`src/rtl/muldiv_unit.sv`:
```
// Iterative multiply/divide unit with architectural HI/LO registers.
// One operation in flight; WIDTH step cycles plus one sign-fix cycle per op.
module muldiv_unit #(
  parameter int unsigned WIDTH = 32
) (
  input  logic             clk,
  input  logic             rst_n,
  input  logic             start,
  input  logic [1:0]       op,
  input  logic [WIDTH-1:0] a,
  input  logic [WIDTH-1:0] b,
  input  logic             hi_we,
  input  logic             lo_we,
  input  logic [WIDTH-1:0] wdata,
  output logic             busy,
  output logic             done,
  output logic             div_by_zero,
  output logic [WIDTH-1:0] hi,
  output logic [WIDTH-1:0] lo
);

  localparam int unsigned CW = $clog2(WIDTH);

  typedef enum logic [1:0] {
    IDLE = 2'd0,
    RUN  = 2'd1,
    FIX  = 2'd2
  } state_t;

  state_t           state;
  logic             is_div_q;
  logic             neg_res;
  logic             neg_rem;
  logic             b_zero;
  logic [CW-1:0]    count;
  logic [WIDTH-1:0] a_q;
  logic [WIDTH-1:0] opb_q;
  logic [WIDTH-1:0] acc_hi;
  logic [WIDTH-1:0] acc_lo;

  logic               op_signed_c;
  logic [WIDTH-1:0]   a_mag_c;
  logic [WIDTH-1:0]   b_mag_c;
  logic [WIDTH:0]     mul_sum_c;
  logic [WIDTH:0]     div_shift_c;
  logic [WIDTH:0]     div_diff_c;
  logic [WIDTH-1:0]   hi_nx_c;
  logic [WIDTH-1:0]   lo_nx_c;
  logic [2*WIDTH-1:0] prod_c;
  logic [2*WIDTH-1:0] prod_fix_c;
  logic [WIDTH-1:0]   quo_fix_c;
  logic [WIDTH-1:0]   rem_fix_c;

  // Operand magnitudes at acceptance; signed ops work on absolute values.
  always_comb begin
    op_signed_c = ~op[0];
    a_mag_c     = (op_signed_c && a[WIDTH-1]) ? -a : a;
    b_mag_c     = (op_signed_c && b[WIDTH-1]) ? -b : b;
  end

  // One shift-add (multiply) or restoring-subtract (divide) step.
  // Multiply: acc_hi:acc_lo holds partial product / remaining multiplier bits.
  // Divide: acc_hi is the partial remainder, acc_lo shifts dividend out and quotient in.
  always_comb begin
    mul_sum_c   = {1'b0, acc_hi} + {1'b0, (acc_lo[0] ? opb_q : {WIDTH{1'b0}})};
    div_shift_c = {acc_hi, acc_lo[WIDTH-1]};
    div_diff_c  = div_shift_c - {1'b0, opb_q};
    hi_nx_c     = mul_sum_c[WIDTH:1];
    lo_nx_c     = {mul_sum_c[0], acc_lo[WIDTH-1:1]};
    if (is_div_q) begin
      if (!div_diff_c[WIDTH]) begin
        hi_nx_c = div_diff_c[WIDTH-1:0];
        lo_nx_c = {acc_lo[WIDTH-2:0], 1'b1};
      end else begin
        hi_nx_c = div_shift_c[WIDTH-1:0];
        lo_nx_c = {acc_lo[WIDTH-2:0], 1'b0};
      end
    end
  end

  // Sign correction applied in FIX.
  always_comb begin
    prod_c     = {acc_hi, acc_lo};
    prod_fix_c = neg_res ? -prod_c : prod_c;
    quo_fix_c  = neg_res ? -acc_lo : acc_lo;
    rem_fix_c  = neg_rem ? -acc_hi : acc_hi;
  end

  always_ff @(posedge clk or negedge rst_n) begin
    if (!rst_n) begin
      state       <= IDLE;
      busy        <= 1'b0;
      done        <= 1'b0;
      div_by_zero <= 1'b0;
      hi          <= '0;
      lo          <= '0;
      is_div_q    <= 1'b0;
      neg_res     <= 1'b0;
      neg_rem     <= 1'b0;
      b_zero      <= 1'b0;
      count       <= '0;
      a_q         <= '0;
      opb_q       <= '0;
      acc_hi      <= '0;
      acc_lo      <= '0;
    end else begin
      done        <= 1'b0;
      div_by_zero <= 1'b0;
      case (state)
        IDLE: begin
          if (hi_we) hi <= wdata;
          if (lo_we) lo <= wdata;
          if (start) begin
            is_div_q <= op[1];
            neg_res  <= op_signed_c & (a[WIDTH-1] ^ b[WIDTH-1]);
            neg_rem  <= op_signed_c & a[WIDTH-1];
            b_zero   <= (b == '0);
            a_q      <= a;
            opb_q    <= b_mag_c;
            acc_hi   <= '0;
            acc_lo   <= a_mag_c;
            count    <= CW'(WIDTH - 1);
            busy     <= 1'b1;
            state    <= RUN;
          end
        end
        RUN: begin
          acc_hi <= hi_nx_c;
          acc_lo <= lo_nx_c;
          count  <= count - CW'(1);
          if (count == '0) state <= FIX;
        end
        FIX: begin
          if (is_div_q) begin
            if (b_zero) begin
              lo          <= '1;
              hi          <= a_q;
              div_by_zero <= 1'b1;
            end else begin
              lo <= quo_fix_c;
              hi <= rem_fix_c;
            end
          end else begin
            hi <= prod_fix_c[2*WIDTH-1:WIDTH];
            lo <= prod_fix_c[WIDTH-1:0];
          end
          done  <= 1'b1;
          busy  <= 1'b0;
          state <= IDLE;
        end
        default: begin
          busy  <= 1'b0;
          state <= IDLE;
        end
      endcase
    end
  end

endmodule
```
`config.mk`:
```
export PLATFORM = sky130hd
export DESIGN_NAME = muldiv_unit
export DESIGN_NICKNAME = d
export VERILOG_FILES = /design/src/rtl/muldiv_unit.sv
export SDC_FILE = /design/constraint.sdc
export NUM_CORES = 1
export LEC_CHECK = 0
export ABC_AREA = 1
export CORE_AREA = 10 10 231 233
export DETAILED_ROUTE_END_ITERATION = 16
export DIE_AREA = 0 0 241 243
export DONT_BUFFER_PORTS = 1
export SYNTH_ARGS = -nofsm -noshare
export SYNTH_HDL_FRONTEND = slang
export SYNTH_SLANG_ARGS = --single-unit
```
`constraint.sdc`:
```
create_clock -name clk -period 3.38 [get_ports clk]
set_clock_uncertainty 0.05 [all_clocks]
set_input_delay 0.338 -clock clk [delete_from_list [all_inputs] [get_ports clk]]
set_output_delay 0.338 -clock clk [all_outputs]
set_load 0.05 [all_outputs]
```
# Word-level counts from Yosys, hierarchy flattened
# Index checks and enable logic that the tools add are counted.
[op_classes]
bitwise_logic = 5
n_reduce_logical = 13
add_sub_neg = 8
eq_ne = 6
muxes = 33
[ops]
columns = ["op", "n"]
rows = [
  ["two-way mux 32 bit", 16],
  ["one-hot mux 32 bit (2 select lines)", 4],
  ["negation 32 bit", 4],
  ["two-way mux 64 bit", 1],
  ["negation 64 bit", 1],
  ["adder 32 x 32 -> 33 bit", 1],
  ["subtractor 33 x 32 -> 33 bit", 1],
  ["zero test 32 bit", 1],
  ["AND reduction 2 bit", 6],
  ["one-hot mux 5 bit (2 select lines)", 1],
  ["inequality test 2 bit, second input constant", 4],
  ["two-way mux 1 bit", 6],
  ["zero test 5 bit", 1],
  ["two-way mux 5 bit", 1],
  ["subtractor 5 x 1 -> 5 bit, second input constant", 1],
  ["two-way mux 2 bit", 2],
  ["one-hot mux 2 bit (2 select lines)", 1],
  ["nonzero test 2 bit", 2],
  ["bitwise AND 1 bit", 2],
  ["equality test 2 x 1 -> 1 bit, second input constant", 1],
  ["equality test 2 bit, second input constant", 1],
  ["logical AND 1 bit", 2],
  ["zero test 2 bit", 1],
  ["inverter 1 bit", 2],
  ["2 further kinds", 2],
]
[totals]
out_inout_bits = 67
ff_bits = 206
word_cells = 80

# Logic depth before layout (Yosys ltp)
# Gate-level depths: netlist of the first run.
[depth]
word_depth = 5
ltp_mapped = 21
ltp_nobuf = 19

# Worst setup path after synthesis of the first run
# No wires, ideal clock.
[synth_path]
path_kind = "flip-flop to flip-flop"
startpoint = "register acc_lo[0]"
endpoint = "register acc_hi[28]"
stages_incl_launch_ff = 19
n_path_buf = 2
arrival_time_ps = 2213
setup_slack_ps = 1000
setup_ps = 116
path_cell_list = "dfrtp_1 > buf_2 > clkbuf_1 > nand2_1 > inv_1 > ha_1 > nand2_1 > o21ai_0 > nand2_1 > nand2_1 > nand2_1 > nand2_1 > nand2_1 > nand3_1 > nand3_1 > nand2_1 > inv_1 > nand2_1 > nand2_1"
[synth_between]
elab_chain_cells = 4
[synth_lines]
columns = ["item", "line", "rtl"]
rows = [
  ["start: declaration", "39", "logic [WIDTH-1:0] acc_lo;"],
  ["start signal: assignment", "121", "acc_lo <= a_mag_c;"],
  ["start signal: assignment", "129", "acc_lo <= lo_nx_c;"],
  ["two-way mux 32 bit", "65", "mul_sum_c = {1'b0, acc_hi} + {1'b0, (acc_lo[0] ? opb_q : {WIDTH{1'b0}})};"],
  ["adder 32 x 32 -> 33 bit", "65", ""],
  ["two-way mux 32 bit", "70", "if (is_div_q) begin"],
  ["one-hot mux 32 bit (2 select lines)", "109", "case (state)"],
  ["end signal: assignment", "128", "acc_hi <= hi_nx_c;"],
  ["end: declaration", "38", "logic [WIDTH-1:0] acc_hi;"],
]
# No other way between the ends.
# A chain may end at the register's enable or synchronous reset.

# Final worst setup path of the first run
[layout_path]
startpoint = "register acc_lo[0]"
endpoint = "register acc_hi[20]"
# The elaborated chain is that of the path after synthesis.

==> impl_metrics.json, run 1 <==
{
  "ys_ff_latch": 206,
  "r2r-end": "acc_hi[20]$_DFFE_PN0P_",
  "dpl.cell_count": 3824,
  "clkTransAtPathRegs_ns": 0.06,
  "setup_viol": 0,
  "drt_iter0_markers": 2580,
  "cp-end-kind": "register",
  "synth.avg_cell_area_um2": 5.893,
  "reg2reg_setup_slack_ns": 0.59,
  "worstPathArrival_ns": 3.20,
  "layoutNonFillerInstCount": 3964,
  "drtAntennaViolNets": 0,
  "setup_ws_ns": 0.5867,
  "reg2reg_from": "acc_lo[0]$_DFFE_PN0P_",
  "place_hpwl_mm": 64.48,
  "synthMuxAreaShare": 0,
  "initial_utilization": 0.3962,
  "io_buffers": 0,
  "rsz0062_at_grt": "no",
  "synth_most_common_cell": "nand2_1",
  "firstDrtPassIters": 8,
  "synth_edf_count": 0,
  "finalInstanceArea_mm2": 0.02181,
  "post_cts_buffers": 0,
  "run_status": "finished, violations left",
  "p_leak_nw": 10.96,
  "grt_use_total": 0.2730,
  "fin_crit_sh": 0.8264,
  "synth_nets": 3446,
  "finalPower_mw": 27.00,
  "vias_per_cell": 5.524,
  "r2r_cells": 19,
  "tritoncts": "built",
  "tns_ns": 0,
  "grt_overflow": 0,
  "insertion_delay_ns": 0.57,
  "synth_top_cell_by_area": "dfrtp_1",
  "fp.dieArea_mm2": 0.05856,
  "nets": 3496,
  "hold_class": "in2async",
  "core_area_mm2": 0.04865,
  "rows": 81,
  "htree_levels": 1,
  "cp_max_fo": 34,
  "postPlaceCellArea_mm2": 0.02002,
  "slew_headroom": 0.2958,
  "vias": 21899,
  "final_util": 0.4484,
  "tightest_slew_ns": 1.056,
  "grt_pass1_wl_mm": 124.4,
  "synth_top_family_by_area": "simple AND/OR/NAND/NOR gates",
  "drive_gt1_frac": 0.04521,
  "dp_slack_ns": 0.6260,
  "crit_end": "acc_hi[20]$_DFFE_PN0P_",
  "drcViolationCount": 0,
  "synth.distinct_cells": 48,
  "wl_per_cell_um": 20.80,
  "finalHoldViolCount": 206,
  "yosysWarnings": 0,
  "area_delta_synth_final_pct": 13.17,
  "antenna_found_initial": 1,
  "synth_xor_area_frac": 0.02772,
  "period_needed_ns": 2.793,
  "worstSetupStartpoint": "acc_lo[0]$_DFFE_PN0P_",
  "synthTopCellsByCount": "1006 x nand2_1, 413 x inv_1, 368 x nor2_1",
  "yosys.area_share.simple": 0.3811,
  "yosys.area_share.adder": 0.04752,
  "ys_seq_area_frac": 0.2674,
  "synth_compound_area_frac": 0.1677,
  "crit_required_ns": 3.79,
  "synth.cell_area_mm2": 0.01927,
  "synth_area_leaders": "dfrtp_1 27%, nand2_1 20%, inv_1 8.0%, a21oi_1 7.4%, nand3_1 7.2%",
  "gp_congestion": 1.029,
  "maxCapViolCount": 0,
  "violations": "hold timing",
  "clockBufferDepth": 3,
  "die_w_um": 241,
  "async_reset_ff_frac": 1.000,
  "synth_ff_type": "dfrtp_1",
  "fmax_mhz": 358.0,
  "cts_hold_buf": 91,
  "slew_viol_final": 0,
  "cp-start-kind": "register",
  "synthCells": 3271,
  "cts.sinks": 206,
  "postCtsResizedCells": 0,
  "fin_hold_ws_ns": -0.5607,
  "worst-setup-path-type": "reg2reg",
  "vdd.ir_drop.worst_mv": 0.5465,
  "cts_root_buf": "clkbuf_16",
  "grt_max_degree": 207,
  "routed_wl_mm": 82.47,
  "yosysTopAreaCellShare": 0.2674,
  "powerDensity_mw_per_mm2": 1238,
  "num_io_pins": 170,
  "grt_pass1_vias": 20066,
  "die_h_um": 243,
  "cts_buffers": 26
}
[layout by cell type (no fill, tap or decap), types with 4 or more instances in the layout]
master and instances:
xnor2_1 19, o21ai_1 11, a22oi_1 13, nand3_1 276, nand3b_1 18, clkbuf_1 8
a21o_1 6, nand3_2 4, nor2_2 11, buf_12 4, clkbuf_16 27, nand2_1 1005
a21oi_1 285, or2_2 9, nand4_1 32, a21oi_2 4, nor2_4 4, dfrtp_1 204
o21ai_2 4, clkinv_2 4, inv_2 5, dlygate4sd3_1 91, o21ai_0 252, o211ai_1 8
xor2_1 42, o21bai_1 10, nor3_1 26, a31oi_1 6, nand2_2 11, buf_4 50
inv_1 412, o31ai_1 4, nor2_1 367, ha_1 70
[worst min path at each step]
stage | slack (ns) | from | endpoint | depth (start not counted)
floorplan | -0.008 | rst_n | a_q[0]$_DFFE_PN0P_ | 0
global placement | 0.01 | rst_n | opb_q[13]$_DFFE_PN0P_ | 0
detailed placement | 0.009 | rst_n | opb_q[16]$_DFFE_PN0P_ | 0
CTS | -0.58 | rst_n | a_q[19]$_DFFE_PN0P_ | 0
global route | -0.58 | rst_n | opb_q[13]$_DFFE_PN0P_ | 0
finish | -0.56 | rst_n | opb_q[12]$_DFFE_PN0P_ | 0
[per-layer routing]
metal  track usage  share of wire
met5             0              0
met4       0.07009          0.027
met3       0.06686           0.11
met2        0.3860           0.41
met1        0.4016           0.45
[layout make-up]
cell class	instances	area, µm²
diodes	2	5.005
clock buffers	38	747.0
clock inverters	9	126.4
fillers	5328	26830
inverters	420	1577
multi-input cells	2522	12060
flip-flops and latches	206	5157
well taps	622	778.2
repair buffers	145	1366
[state kept, by name, indices dropped and copies added, names as in the netlist]
register,flops
lo,32
state,2
busy,1
neg_rem,1
acc_hi,32
done,1
div_by_zero,1
acc_lo,32
a_q,32
neg_res,1
b_zero,1
count,5
hi,32
opb_q,32
is_div_q,1
[critical path, cell delays in order (launching register included)]
cell	delay [ns]
dfrtp_1	0.41
buf_12	0.19
nand2_1	0.09
inv_1	0.04
ha_1	0.33
a21oi_1	0.21
o21ai_0	0.12
buf_4	0.17
nand2_1	0.05
nand2_1	0.11
nand2_1	0.09
nand2_1	0.22
nand2_1	0.15
nand2_1	0.06
nand2_1	0.05
nand3_1	0.10
nand2_1	0.09
inv_1	0.04
nand2_1	0.06
nand2_1	0.04
[logic make-up after synthesis]
logic type / count (synthesis)
flip-flops: 206
AND/OR/NAND/NOR: 1776
XOR/XNOR: 61
buffers and inverters: 543
adder cells (fa/ha/maj): 72
AO/OA/AOI/OAI: 613
[report_power, final]
group	total, mW	internal (mW)	switching (mW)
Sequential	6.65	3.70	2.95
Clock	2.91	1.75	1.16
Combinational	17.4	5.59	11.9
No activity file was read; power rests on OpenSTA's default activity.
==> inputs of run 2 (changes only) <==
--- a/config.mk
+++ b/config.mk
@@ -5,10 +5,10 @@
 export SDC_FILE = /design/constraint.sdc
 export NUM_CORES = 1
 export LEC_CHECK = 0
-export ABC_AREA = 1
-export CORE_AREA = 10 10 231 233
+export ABC_AREA = 0
+export CORE_AREA = 10 10 216 218
 export DETAILED_ROUTE_END_ITERATION = 16
-export DIE_AREA = 0 0 241 243
+export DIE_AREA = 0 0 226 228
 export DONT_BUFFER_PORTS = 1
 export SYNTH_ARGS = -nofsm -noshare
 export SYNTH_HDL_FRONTEND = slang
==> constraint.sdc (replaced) <==
create_clock -name clk -period 2.8 [get_ports clk]
set_clock_uncertainty 0.05 [all_clocks]
set_input_delay 0.28 -clock clk [delete_from_list [all_inputs] [get_ports clk]]
set_output_delay 0.28 -clock clk [all_outputs]
set_load 0.05 [all_outputs]
==> impl_metrics.json, run 2 <==
{
  "run_status": "finished, violations left",
  "violations": "hold timing, setup timing",
  "ys_seq_area_frac": 0.3080,
  "drt_iter0_markers": 1751,
  "drcViolationCount": 0,
  "fin_crit_sh": 1.115,
  "fmax_mhz": 320.2,
  "worstSetupStartpoint": "acc_lo[0]$_DFFE_PN0P_",
  "rows": 76,
  "initial_utilization": 0.3937,
  "maxCapViolCount": 0,
  "reg2reg_from": "acc_lo[0]$_DFFE_PN0P_",
  "grt_pass1_wl_mm": 110.3,
  "firstDrtPassIters": 7,
  "worstPathArrival_ns": 3.51,
  "period_needed_ns": 3.123,
  "synth_most_common_cell": "nand2_1",
  "finalHoldViolCount": 206,
  "rsz0062_at_grt": "yes",
  "cts_buffers": 26,
  "layoutNonFillerInstCount": 3139,
  "cts_hold_buf": 102,
  "die_h_um": 228,
  "ys_ff_latch": 206,
  "multi_input_area_mm2": 0.01230,
  "core_area_mm2": 0.04251,
  "synth.cell_area_mm2": 0.01673,
  "synthCells": 2159,
  "setup_viol": 40,
  "vias_per_cell": 6.017,
  "slew_viol_final": 0,
  "async_reset_ff_frac": 1.000,
  "grt_pass1_vias": 18201,
  "wl_per_cell_um": 23.23,
  "yosysWarnings": 0,
  "cts.sinks": 206,
  "place_hpwl_mm": 53.34,
  "tritoncts": "built",
  "fp.dieArea_mm2": 0.05153,
  "p_leak_nw": 10.29,
  "clockBufferDepth": 3,
  "synth.avg_cell_area_um2": 7.751,
  "slew_headroom": 0.4407,
  "powerDensity_mw_per_mm2": 1568,
  "synth_area_leaders": "dfrtp_1 31%, nand2_1 7.1%, o21ai_0 6.9%, ha_1 5.2%, xnor2_1 4.4%",
  "hold_class": "in2async",
  "clkTransAtPathRegs_ns": 0.07,
  "area_delta_synth_final_pct": 43.35,
  "synth_ff_type": "dfrtp_1",
  "synth.distinct_cells": 85,
  "fin_hold_ws_ns": -0.6317,
  "grt_use_total": 0.2708,
  "vias": 18887,
  "htree_levels": 1,
  "cp_max_fo": 7,
  "grt_overflow": 0,
  "io_buffers": 0,
  "drtAntennaViolNets": 0,
  "antenna_found_initial": 1,
  "tightest_slew_ns": 0.8366,
  "insertion_delay_ns": 0.57,
  "final_util": 0.5644,
  "routed_wl_mm": 72.91,
  "final_cell_mix": "379 x buf_4, 309 x nand2_1, 199 x dfrtp_1",
  "synthTopCellsByCount": "317 x nand2_1, 230 x o21ai_0, 206 x dfrtp_1",
  "cp-start-kind": "register",
  "regArea_mm2": 0.005166,
  "cts_root_buf": "clkbuf_16",
  "grt_max_degree": 207,
  "gp_congestion": 0.9953,
  "worst-setup-path-type": "reg2reg",
  "fillCellCount": 3725,
  "vdd.ir_drop.worst_mv": 0.8851,
  "setup_ws_ns": -0.3232,
  "crit_required_ns": 3.18,
  "final_common_cell": "buf_4",
  "drive_gt1_frac": 0.2951,
  "dpl.cell_count": 2915,
  "tns_ns": -6.013,
  "num_io_pins": 170,
  "synth_nets": 2334,
  "yosysTopAreaCellShare": 0.3080,
  "die_w_um": 226,
  "synth_edf_count": 0,
  "cp-end-kind": "register",
  "synth_top_cell_by_area": "dfrtp_1",
  "nets": 2748
}
-- run 2: cell types whose count changed in the layout (fill, tap and decap cells not counted), sizes merged, moves of 35 or more --
cell	change
a21oi	-143
buf	+379
inv	-344
mux2i	+45
nand2	-700
nand3	-220
nor2	-228
o21ai	-35
o22ai	+44
xnor2	+65
-- run 2: final cells by class --
class                           count  area share
Sequential cell                   206      0.2154
Tap cell                          546     0.02848
Timing Repair Buffer              535      0.1913
Inverter                           75     0.01215
Clock buffer                       32     0.02978
Multi-Input combinational cell   1729      0.5128
Clock inverter                     15     0.01001
Antenna cell                        1   0.0001043
-- run 2: final timing paths --
kind / endpoint / slack (ns) / cells after the start
worst min register to register: opb_q[27]$_DFFE_PN0P_ / 0.43 / 2
worst max-delay path: acc_hi[29]$_DFFE_PN0P_ / -0.32 / 15
min in group clk: opb_q[25]$_DFFE_PN0P_ / 0.01 / 3
worst min-delay path: opb_q[8]$_DFFE_PN0P_ / -0.63 / 0
max in group asynchronous: lo[15]$_DFFE_PN0P_ / 2.68 / 0
worst max register to register: acc_hi[29]$_DFFE_PN0P_ / -0.32 / 15
-- run 2: cells by family (layout without fill, tap and decap cells) --
group | after synthesis | in the layout | synth area share
mux | 47 | 47 | 0.02826
buf+inv | 224 | 657 | 0.05331
other cells | 0 | 1 | 0
simple gates | 751 | 751 | 0.2098
fa+ha+maj | 72 | 72 | 0.05473
xor+xnor | 155 | 155 | 0.08112
compound gates | 704 | 704 | 0.2647
flops | 206 | 206 | 0.3080
-- run 2: power by group --
group          switching (mW)  leakage (nW)  total, mW  internal, mW
registers                3.17          2.50       7.60          4.44
logic                    13.9          7.33       26.2          12.3
clock network            1.45         0.460       3.82          2.36
-- run 2: critical path, stage by stage, from the launching register on --
cell      delay [ns]
dfrtp_1         0.42
clkinv_4        0.15
buf_6           0.16
buf_6           0.11
nor2_4          0.12
ha_4            0.22
buf_4           0.15
o21ai_1         0.16
nand2b_1        0.09
o311a_4         0.15
a21o_1          0.20
a21oi_2         0.20
o21ai_2         0.11
a221oi_2        0.34
mux2i_1         0.28
a211oi_2        0.06
-- run 2: layer usage --
layer / vias up / GRT usage / wire length [µm]
met1: 9150 / 0.3756 / 31230
met2: 923 / 0.4195 / 32490
met4: 0 / 0.08128 / 2474
met5: - / 0 / 0
li1: 8658 / - / -
met3: 156 / 0.04811 / 6716
-- run 2: repair_timing --
item | CTS | global route
pin swaps | 100 | 130
buffers inserted | 57 | 28
gates resized for setup | 201 | 187
setup endpoints to repair | 51 | 69
endpoints found under the hold margin | 356 | 206
-- run 2: stage by stage --
stage          instance area [µm²]  setup WS (ns)  total power, mW
2_1_floorplan                17000       -0.09238            19.34
3_3_place_gp                 19820        -0.4066            27.95
3_5_place_dp                 19820        -0.4959            28.21
4_1_cts                      23080        -0.2261            35.15
5_1_grt                      23990        -0.4483            39.72
6_report                     23990        -0.3232            37.61
